`src/rtl/pipe_hazard_ctrl.sv`:
```
// -----------------------------------------------------------------------------
// pipe_hazard_ctrl
//
// Pipeline control unit for the five-stage RISC-V core. Produces every
// stall/bubble strobe for the IF/ID/EX/MEM/WB pipe registers from three
// sources, in priority order:
//   M : data-memory wait (IDLE/WAIT/ERR state machine with timeout)
//   H : data hazard (load-use, branch operand from EX, branch operand from a
//       load still in MEM)
//   R : ID-stage redirect (pc_src_id), which flushes the wrong-path fetch
//
// Optional feature macro: HAZARD_PERF_CNT_EN
//   defined   -> three saturating performance counters are built
//   undefined -> counter outputs tie to 0, no counter flops
//
// Parameters
//   REG_AW   register-address width
//   MAX_WAIT consecutive unacked WAIT cycles before timeout (1..255)
//   CNT_W    performance counter width
//
// Ports
//   clk, rst                      clock, asynchronous active-low reset
//   rs1_id, rs2_id                ID source registers
//   rs1_use_id, rs2_use_id        ID instruction really reads rs1/rs2
//   branch_id                     ID instruction resolves in ID
//   pc_src_id                     ID redirect taken
//   rd_ex, reg_write_ex,
//   mem_read_ex                   EX destination info
//   rd_mem, mem_read_mem          MEM destination info
//   mem_req, mem_ack              data-memory access / completion
//   stall_if..stall_wb            hold pipe register
//   bubble_if..bubble_wb          load NOP into pipe register
//   mem_timeout                   sticky timeout error (1 in ERR)
//   cnt_load_use, cnt_mem_wait,
//   cnt_flush                     performance counters
//   fsm_state                     memory FSM state (0 IDLE, 1 WAIT, 2 ERR)
//
// Memory handshake: mem_req is held high by the MEM stage for the whole
// access; mem_ack pulses high for exactly the cycle in which the memory
// completes it. An ack in the same cycle as the first request cycle
// completes the access with no wait. There is no separate ready signal:
// while an access is outstanding the pipeline is frozen by the M stall.
// -----------------------------------------------------------------------------
module pipe_hazard_ctrl #(
  parameter int REG_AW   = 5,
  parameter int MAX_WAIT = 15,
  parameter int CNT_W    = 32
) (
  input  logic              clk,
  input  logic              rst,
  input  logic [REG_AW-1:0] rs1_id,
  input  logic [REG_AW-1:0] rs2_id,
  input  logic              rs1_use_id,
  input  logic              rs2_use_id,
  input  logic              branch_id,
  input  logic              pc_src_id,
  input  logic [REG_AW-1:0] rd_ex,
  input  logic              reg_write_ex,
  input  logic              mem_read_ex,
  input  logic [REG_AW-1:0] rd_mem,
  input  logic              mem_read_mem,
  input  logic              mem_req,
  input  logic              mem_ack,
  output logic              stall_if,
  output logic              stall_id,
  output logic              stall_ex,
  output logic              stall_mem,
  output logic              stall_wb,
  output logic              bubble_if,
  output logic              bubble_id,
  output logic              bubble_ex,
  output logic              bubble_mem,
  output logic              bubble_wb,
  output logic              mem_timeout,
  output logic [CNT_W-1:0]  cnt_load_use,
  output logic [CNT_W-1:0]  cnt_mem_wait,
  output logic [CNT_W-1:0]  cnt_flush,
  output logic [1:0]        fsm_state
);

  typedef enum logic [1:0] {
    ST_IDLE = 2'd0,
    ST_WAIT = 2'd1,
    ST_ERR  = 2'd2
  } mem_state_t;

  localparam logic [7:0] MAX_WAIT_C = 8'(MAX_WAIT);

  mem_state_t state;
  logic [7:0] wait_cnt;

  // ---------------------------------------------------------------------------
  // Register match rule: x0 never creates a dependency, and a source that the
  // ID instruction does not read cannot either.
  // ---------------------------------------------------------------------------
  logic match_ex;
  logic match_mem;
  logic hazard;
  logic mem_stall;

  always_comb begin
    match_ex  = (rd_ex != '0) &&
                ((rs1_use_id && (rd_ex == rs1_id)) ||
                 (rs2_use_id && (rd_ex == rs2_id)));
    match_mem = (rd_mem != '0) &&
                ((rs1_use_id && (rd_mem == rs1_id)) ||
                 (rs2_use_id && (rd_mem == rs2_id)));
  end

  // Load-use always stalls; branches resolved in ID additionally need any EX
  // result (not yet forwardable to ID) and any load still in MEM.
  assign hazard = (mem_read_ex && match_ex) ||
                  (branch_id && reg_write_ex && match_ex) ||
                  (branch_id && mem_read_mem && match_mem);

  // ---------------------------------------------------------------------------
  // Memory wait state machine. wait_cnt counts WAIT cycles, starting at 1 in
  // the first WAIT cycle, so ERR is entered on the edge that closes the
  // MAX_WAIT-th unacked WAIT cycle. An ack always wins over the timeout.
  // ---------------------------------------------------------------------------
  always_ff @(posedge clk or negedge rst) begin
    if (!rst) begin
      state       <= ST_IDLE;
      wait_cnt    <= 8'd0;
      mem_timeout <= 1'b0;
    end else begin
      case (state)
        ST_IDLE: begin
          if (mem_req && !mem_ack) begin
            state    <= ST_WAIT;
            wait_cnt <= 8'd1;
          end
        end
        ST_WAIT: begin
          if (mem_ack) begin
            state    <= ST_IDLE;
            wait_cnt <= 8'd0;
          end else if (wait_cnt == MAX_WAIT_C) begin
            state       <= ST_ERR;
            mem_timeout <= 1'b1;
          end else begin
            wait_cnt <= wait_cnt + 8'd1;
          end
        end
        ST_ERR: begin
          // Terminal until reset.
          mem_timeout <= 1'b1;
        end
        default: begin
          state       <= ST_IDLE;
          wait_cnt    <= 8'd0;
          mem_timeout <= 1'b0;
        end
      endcase
    end
  end

  assign fsm_state = state;

  always_comb begin
    case (state)
      ST_IDLE: mem_stall = mem_req && !mem_ack;
      ST_WAIT: mem_stall = !mem_ack;
      ST_ERR:  mem_stall = 1'b1;
      default: mem_stall = 1'b0;
    endcase
  end

  // ---------------------------------------------------------------------------
  // Strobe generation. The memory stall freezes IF..MEM and drains WB with a
  // bubble; a data hazard freezes IF/ID and injects a bubble into EX; a
  // redirect only squashes the fetched instruction entering ID. Everything is
  // forced quiet while reset is held.
  // ---------------------------------------------------------------------------
  always_comb begin
    stall_if   = 1'b0;
    stall_id   = 1'b0;
    stall_ex   = 1'b0;
    stall_mem  = 1'b0;
    stall_wb   = 1'b0;
    bubble_if  = 1'b0;
    bubble_id  = 1'b0;
    bubble_ex  = 1'b0;
    bubble_mem = 1'b0;
    bubble_wb  = 1'b0;
    if (rst) begin
      if (mem_stall) begin
        stall_if  = 1'b1;
        stall_id  = 1'b1;
        stall_ex  = 1'b1;
        stall_mem = 1'b1;
        bubble_wb = 1'b1;
      end else if (hazard) begin
        stall_if  = 1'b1;
        stall_id  = 1'b1;
        bubble_ex = 1'b1;
      end else if (pc_src_id) begin
        bubble_id = 1'b1;
      end
    end
  end

  // ---------------------------------------------------------------------------
  // Performance counters
  // ---------------------------------------------------------------------------
`ifdef HAZARD_PERF_CNT_EN
  localparam logic [CNT_W-1:0] CNT_ONE = CNT_W'(1);

  logic hazard_cycle;
  assign hazard_cycle = hazard && !mem_stall;

  always_ff @(posedge clk or negedge rst) begin
    if (!rst) begin
      cnt_load_use <= '0;
      cnt_mem_wait <= '0;
      cnt_flush    <= '0;
    end else begin
      if (hazard_cycle && (cnt_load_use != '1))
        cnt_load_use <= cnt_load_use + CNT_ONE;
      if (mem_stall && (cnt_mem_wait != '1))
        cnt_mem_wait <= cnt_mem_wait + CNT_ONE;
      if (bubble_id && (cnt_flush != '1))
        cnt_flush <= cnt_flush + CNT_ONE;
    end
  end
`else
  assign cnt_load_use = '0;
  assign cnt_mem_wait = '0;
  assign cnt_flush    = '0;
`endif

endmodule

```
`config.mk`:
```
export PLATFORM = sky130hd
export DESIGN_NAME = pipe_hazard_ctrl
export DESIGN_NICKNAME = d
export VERILOG_FILES = /design/src/rtl/pipe_hazard_ctrl.sv
export SDC_FILE = /design/constraint.sdc
export NUM_CORES = 1
export LEC_CHECK = 0
export CORE_MARGIN = 2
export CORE_UTILIZATION = 34
export DETAILED_ROUTE_END_ITERATION = 7
export PLACE_DENSITY_LB_ADDON = 0.05
export SLEW_MARGIN = 20
export SYNTH_ARGS = -nofsm -noshare
export SYNTH_HDL_FRONTEND = slang
export SYNTH_SLANG_ARGS = --single-unit
```
`constraint.sdc`:
```
create_clock -name clk -period 2.1 [get_ports clk]
set_input_delay 0.315 -clock clk [delete_from_list [all_inputs] [get_ports clk]]
set_output_delay 0.315 -clock clk [all_outputs]
set_load 0.05 [all_outputs]
```
==> flow_summary_export.csv <==
group,metric,value,unit
clock_tree,clk_path_buf_depth,2,
route,drt-vias-per-instance,3.65,
sta,timing.final.max_slew_violations,0,
floorplanning,initial_core_util,34.6,%
clock_tree,cts_buffers,3,
sta,max_slew.worst_pin.slew,0.502,ns
yosys,synth_seq_cells,11,
global_route,via_count_of_the_first_global_routing_pass,1100,
min_path,hold_removal_path_class,"flop to flop",
power,power.internal,0.777,mW
worst_setup_path,critical_path.cell_chain,"buf_6, ha_4, a21oi_2, nor2_2, o21bai_2, and4_4, buf_12",
power,sw_frac_of_total,54.2,%
worst_setup_path,crit_path_end_kind,"primary output",
yosys,synthDominantCellAreaShare,44.1,%
worst_setup_path,worst-path-buf-inv,2,
place,dp_hpwl,3030,microns
floorplanning,fp.dieW,75.4,microns
power,clockPowerShare,12.2,%
final_layout,stdcell_area,0.00211,sq mm
worst_setup_path,crit_fanout,4,
global_route,grt_start_max_net_pins,12,
worst_setup_path,worst_path_dominant_cell_family,"flip-flops",
worst_setup_path,critPathRequiredTime,1.78,ns
yosys,post_synth_inst_count,220,
yosys,avgSynthCellArea,7.89,sq um
sta,fmax,494,MHz
final_layout,drive_above_1_share,18.8,%
floorplanning,die_area,0.00569,sq mm
final_layout,final_core_utilization,42.2,%
clock_tree,htree_levels,1,
worst_setup_path,slowest_delay,0.43,ns
route,drt-wirelength-per-cell,10.1,microns
final_layout,nNetsFinal,314,
worst_setup_path,cp.arrival,1.71,ns
sta,min_period_over_period,96.3,%
yosys,post_synth_num_cell_types,33,
place,dpl_cell_area,0.00199,sq mm
floorplanning,fp.coreArea,0.00501,sq mm
yosys,mappedNetlistArea,0.00174,sq mm
route,vias,1268,
job,cap_violations,0,
final_layout,num_antenna_cells,0,
route,ant_nets,0,
place,dpl_worst_slack,-0.275,ns
yosys,synth-warning-count,0,
power,share_seq_of_total_power,17.2,%
final_layout,synthToLayoutAreaGrowth,21.8,%
route,drc,0,
clock_tree,clk_pin_slew_worst_paths,0.05,ns
global_route,grt_first_pass_wirelength,5150,microns
place,io_buffers,40,
power,net_switching_power,0.918,mW
worst_setup_path,critical_path.slowest_cell,"dfrtp_2",
sta,setup_viol,0,
clock_tree,cts_hold_buf,0,
power,power_frac_comb,70.6,%
global_route,globalRouteTotalUtil,11.7,%
yosys,synth_top_area_cell,"buf_4",
power,vdd_drop_max,0.000688,V
sta,post-route-worst-setup-slack,0.0774,ns
sta,slew_headroom,66.4,%
outcome,run_status,"completed",
route,initial_drc_count,16,
clock_tree,cts_tree,"built",
global_route,overflow,0,
power,power.leakage,1.04,nW
global_route,number_of_antenna_violations_at_the_first_check_in_global_routing,0,
floorplanning,io_pins,140,
worst_setup_path,criticalPathCategory,"flop to primary output",
sta,timing.final.crit_period,2.02,ns
sta,fin_skew,0.00142,ns
clock_tree,cts_root_buffer,"clkbuf_8",
floorplanning,die_y,75.4,microns
yosys,synth_seq_area_share,15.9,%
clock_tree,insertion_delay,0.23,ns
power,p_total,1.69,mW
place,finalWeightedCongestion,0.831,
sta,hold_violations,0,
route,detail_route.first_pass.iterations,3,
power,power.density,802,mW/mm^2
floorplanning,core.rowCount,26,
route,total_wire_length_after_detailed_routing,3520,microns
clock_tree,cts.sink_count,11,
yosys,synth.area.top_cells,"buf_4 44%, dfrtp_1 16%, xnor2_1 10%",
final_layout,number_of_filler_instances_in_the_final_layout,537,
worst_setup_path,setup_crit_start_kind,"flop",
state kept, by name (all words and copies together) (netlist names):
signal       cells
wait_cnt         8
mem_timeout      1
fsm_state        2
final timing paths:
path / from / endpoint / slack (ns) / depth (start not counted)
max: fsm_state[0]$_DFFE_PN0P_ / bubble_id / 0.08 / 7
min: mem_timeout$_DFFE_PN0P_ / mem_timeout$_DFFE_PN0P_ / 0.49 / 1
max reg2reg: wait_cnt[5]$_DFFE_PN0P_ / mem_timeout$_DFFE_PN0P_ / 0.15 / 5
min reg2reg: mem_timeout$_DFFE_PN0P_ / mem_timeout$_DFFE_PN0P_ / 0.49 / 1
max in group asynchronous: rst / fsm_state[0]$_DFFE_PN0P_ / 1.39 / 2
min in group asynchronous: rst / wait_cnt[5]$_DFFE_PN0P_ / 0.55 / 2
cells in the final DEF (no fill, tap or decap), drive strengths merged:
cell,n
inv,4
clkdlybuf4s50,13
mux2,2
nand4,4
clkbuf,6
o21ai,10
nand3,1
nor3,5
and4,1
o21a,1
a21oi,11
nor2,8
conb,99
a22o,2
mux2i,1
ha,5
or3,3
nand2b,2
o311a,1
dlygate4sd2,17
nand2,14
xnor2,20
o21bai,1
clkdlybuf4s15,1
a21o,1
a32o,1
and3,3
a22oi,1
nor2b,1
dfrtp,11
buf,25
o22ai,2
cells by family after synthesis:
family / count (synthesis) / synth area share (%)
buffers and inverters: 107 / 45.2
multiplexers: 3 / 1.87
adder cells (fa/ha/maj): 5 / 3.60
AND/OR/NAND/NOR: 42 / 12.5
flip-flops: 11 / 15.9
other: 1 / 0.216
AO/OA/AOI/OAI: 31 / 10.7
XOR/XNOR: 20 / 10.1
per-layer routing:
layer | global-route usage, % | vias up | part of all wire [%]
met3 | 2.38 | 2 | 7.5
met2 | 22.8 | 65 | 54
met1 | 13.5 | 563 | 38
met4 | 1.17 | 0 | 0.34
met5 | 0 | - | 0
li1 | - | 638 | -
cell usage after synthesis, drive strengths merged:
cell type / instances
buf: 102
xnor2: 20
nand2: 14
a21oi: 11
dfrtp: 11
o21ai: 10
nor2: 8
ha: 5
nor3: 5
inv: 4
nand4: 4
and3: 3
or3: 3
a22o: 2
mux2: 2
nand2b: 2
o22ai: 2
a21o: 1
a22oi: 1
a32o: 1
and4: 1
clkbuf: 1
conb: 1
mux2i: 1
nand3: 1
nor2b: 1
o21a: 1
o21bai: 1
o311a: 1
final cells by class:
cell class                 instances  area, sq um  share of cell area [%]
multi-input combinational        200         1130                    53.3
timing repair buffer              58          559                    26.4
sequential                        11          278                    13.1
tap                               70         87.6                    4.14
clock buffer                       4         45.0                    2.13
inverter                           4         17.5                   0.828
metrics by stage:
stage | hold WS, ns | TNS, ns | std cells
6_report | 0.490 | 0 | 347
5_1_grt | 0.525 | -0.00658 | 347
4_1_cts | 0.494 | 0 | 343
3_5_place_dp | 0.478 | -1.04 | 339
3_3_place_gp | 0.484 | -1.00 | 339
2_1_floorplan | 0.0194 | -0.0291 | 318
power groups by stage:
| stage | combinational [mW] | clock [mW] | sequential, mW |
|---|---|---|---|
| after floorplan | 0.903 | 0 | 0.360 |
| after global placement | 1.11 | 0 | 0.297 |
| after detailed placement | 1.10 | 0 | 0.297 |
| after CTS | 1.10 | 0.215 | 0.293 |
| after global routing | 1.29 | 0.227 | 0.300 |
| final | 1.20 | 0.206 | 0.292 |
timing repair:
action / 4_1_cts / 5_1_grt
gates cloned: 0 / 0
resized for setup: 27 / 17
pin swaps: 10 / 8
endpoints found under the setup margin: 4 / 7
buffers inserted: 0 / 4
(Power assumes the default switching activity.)
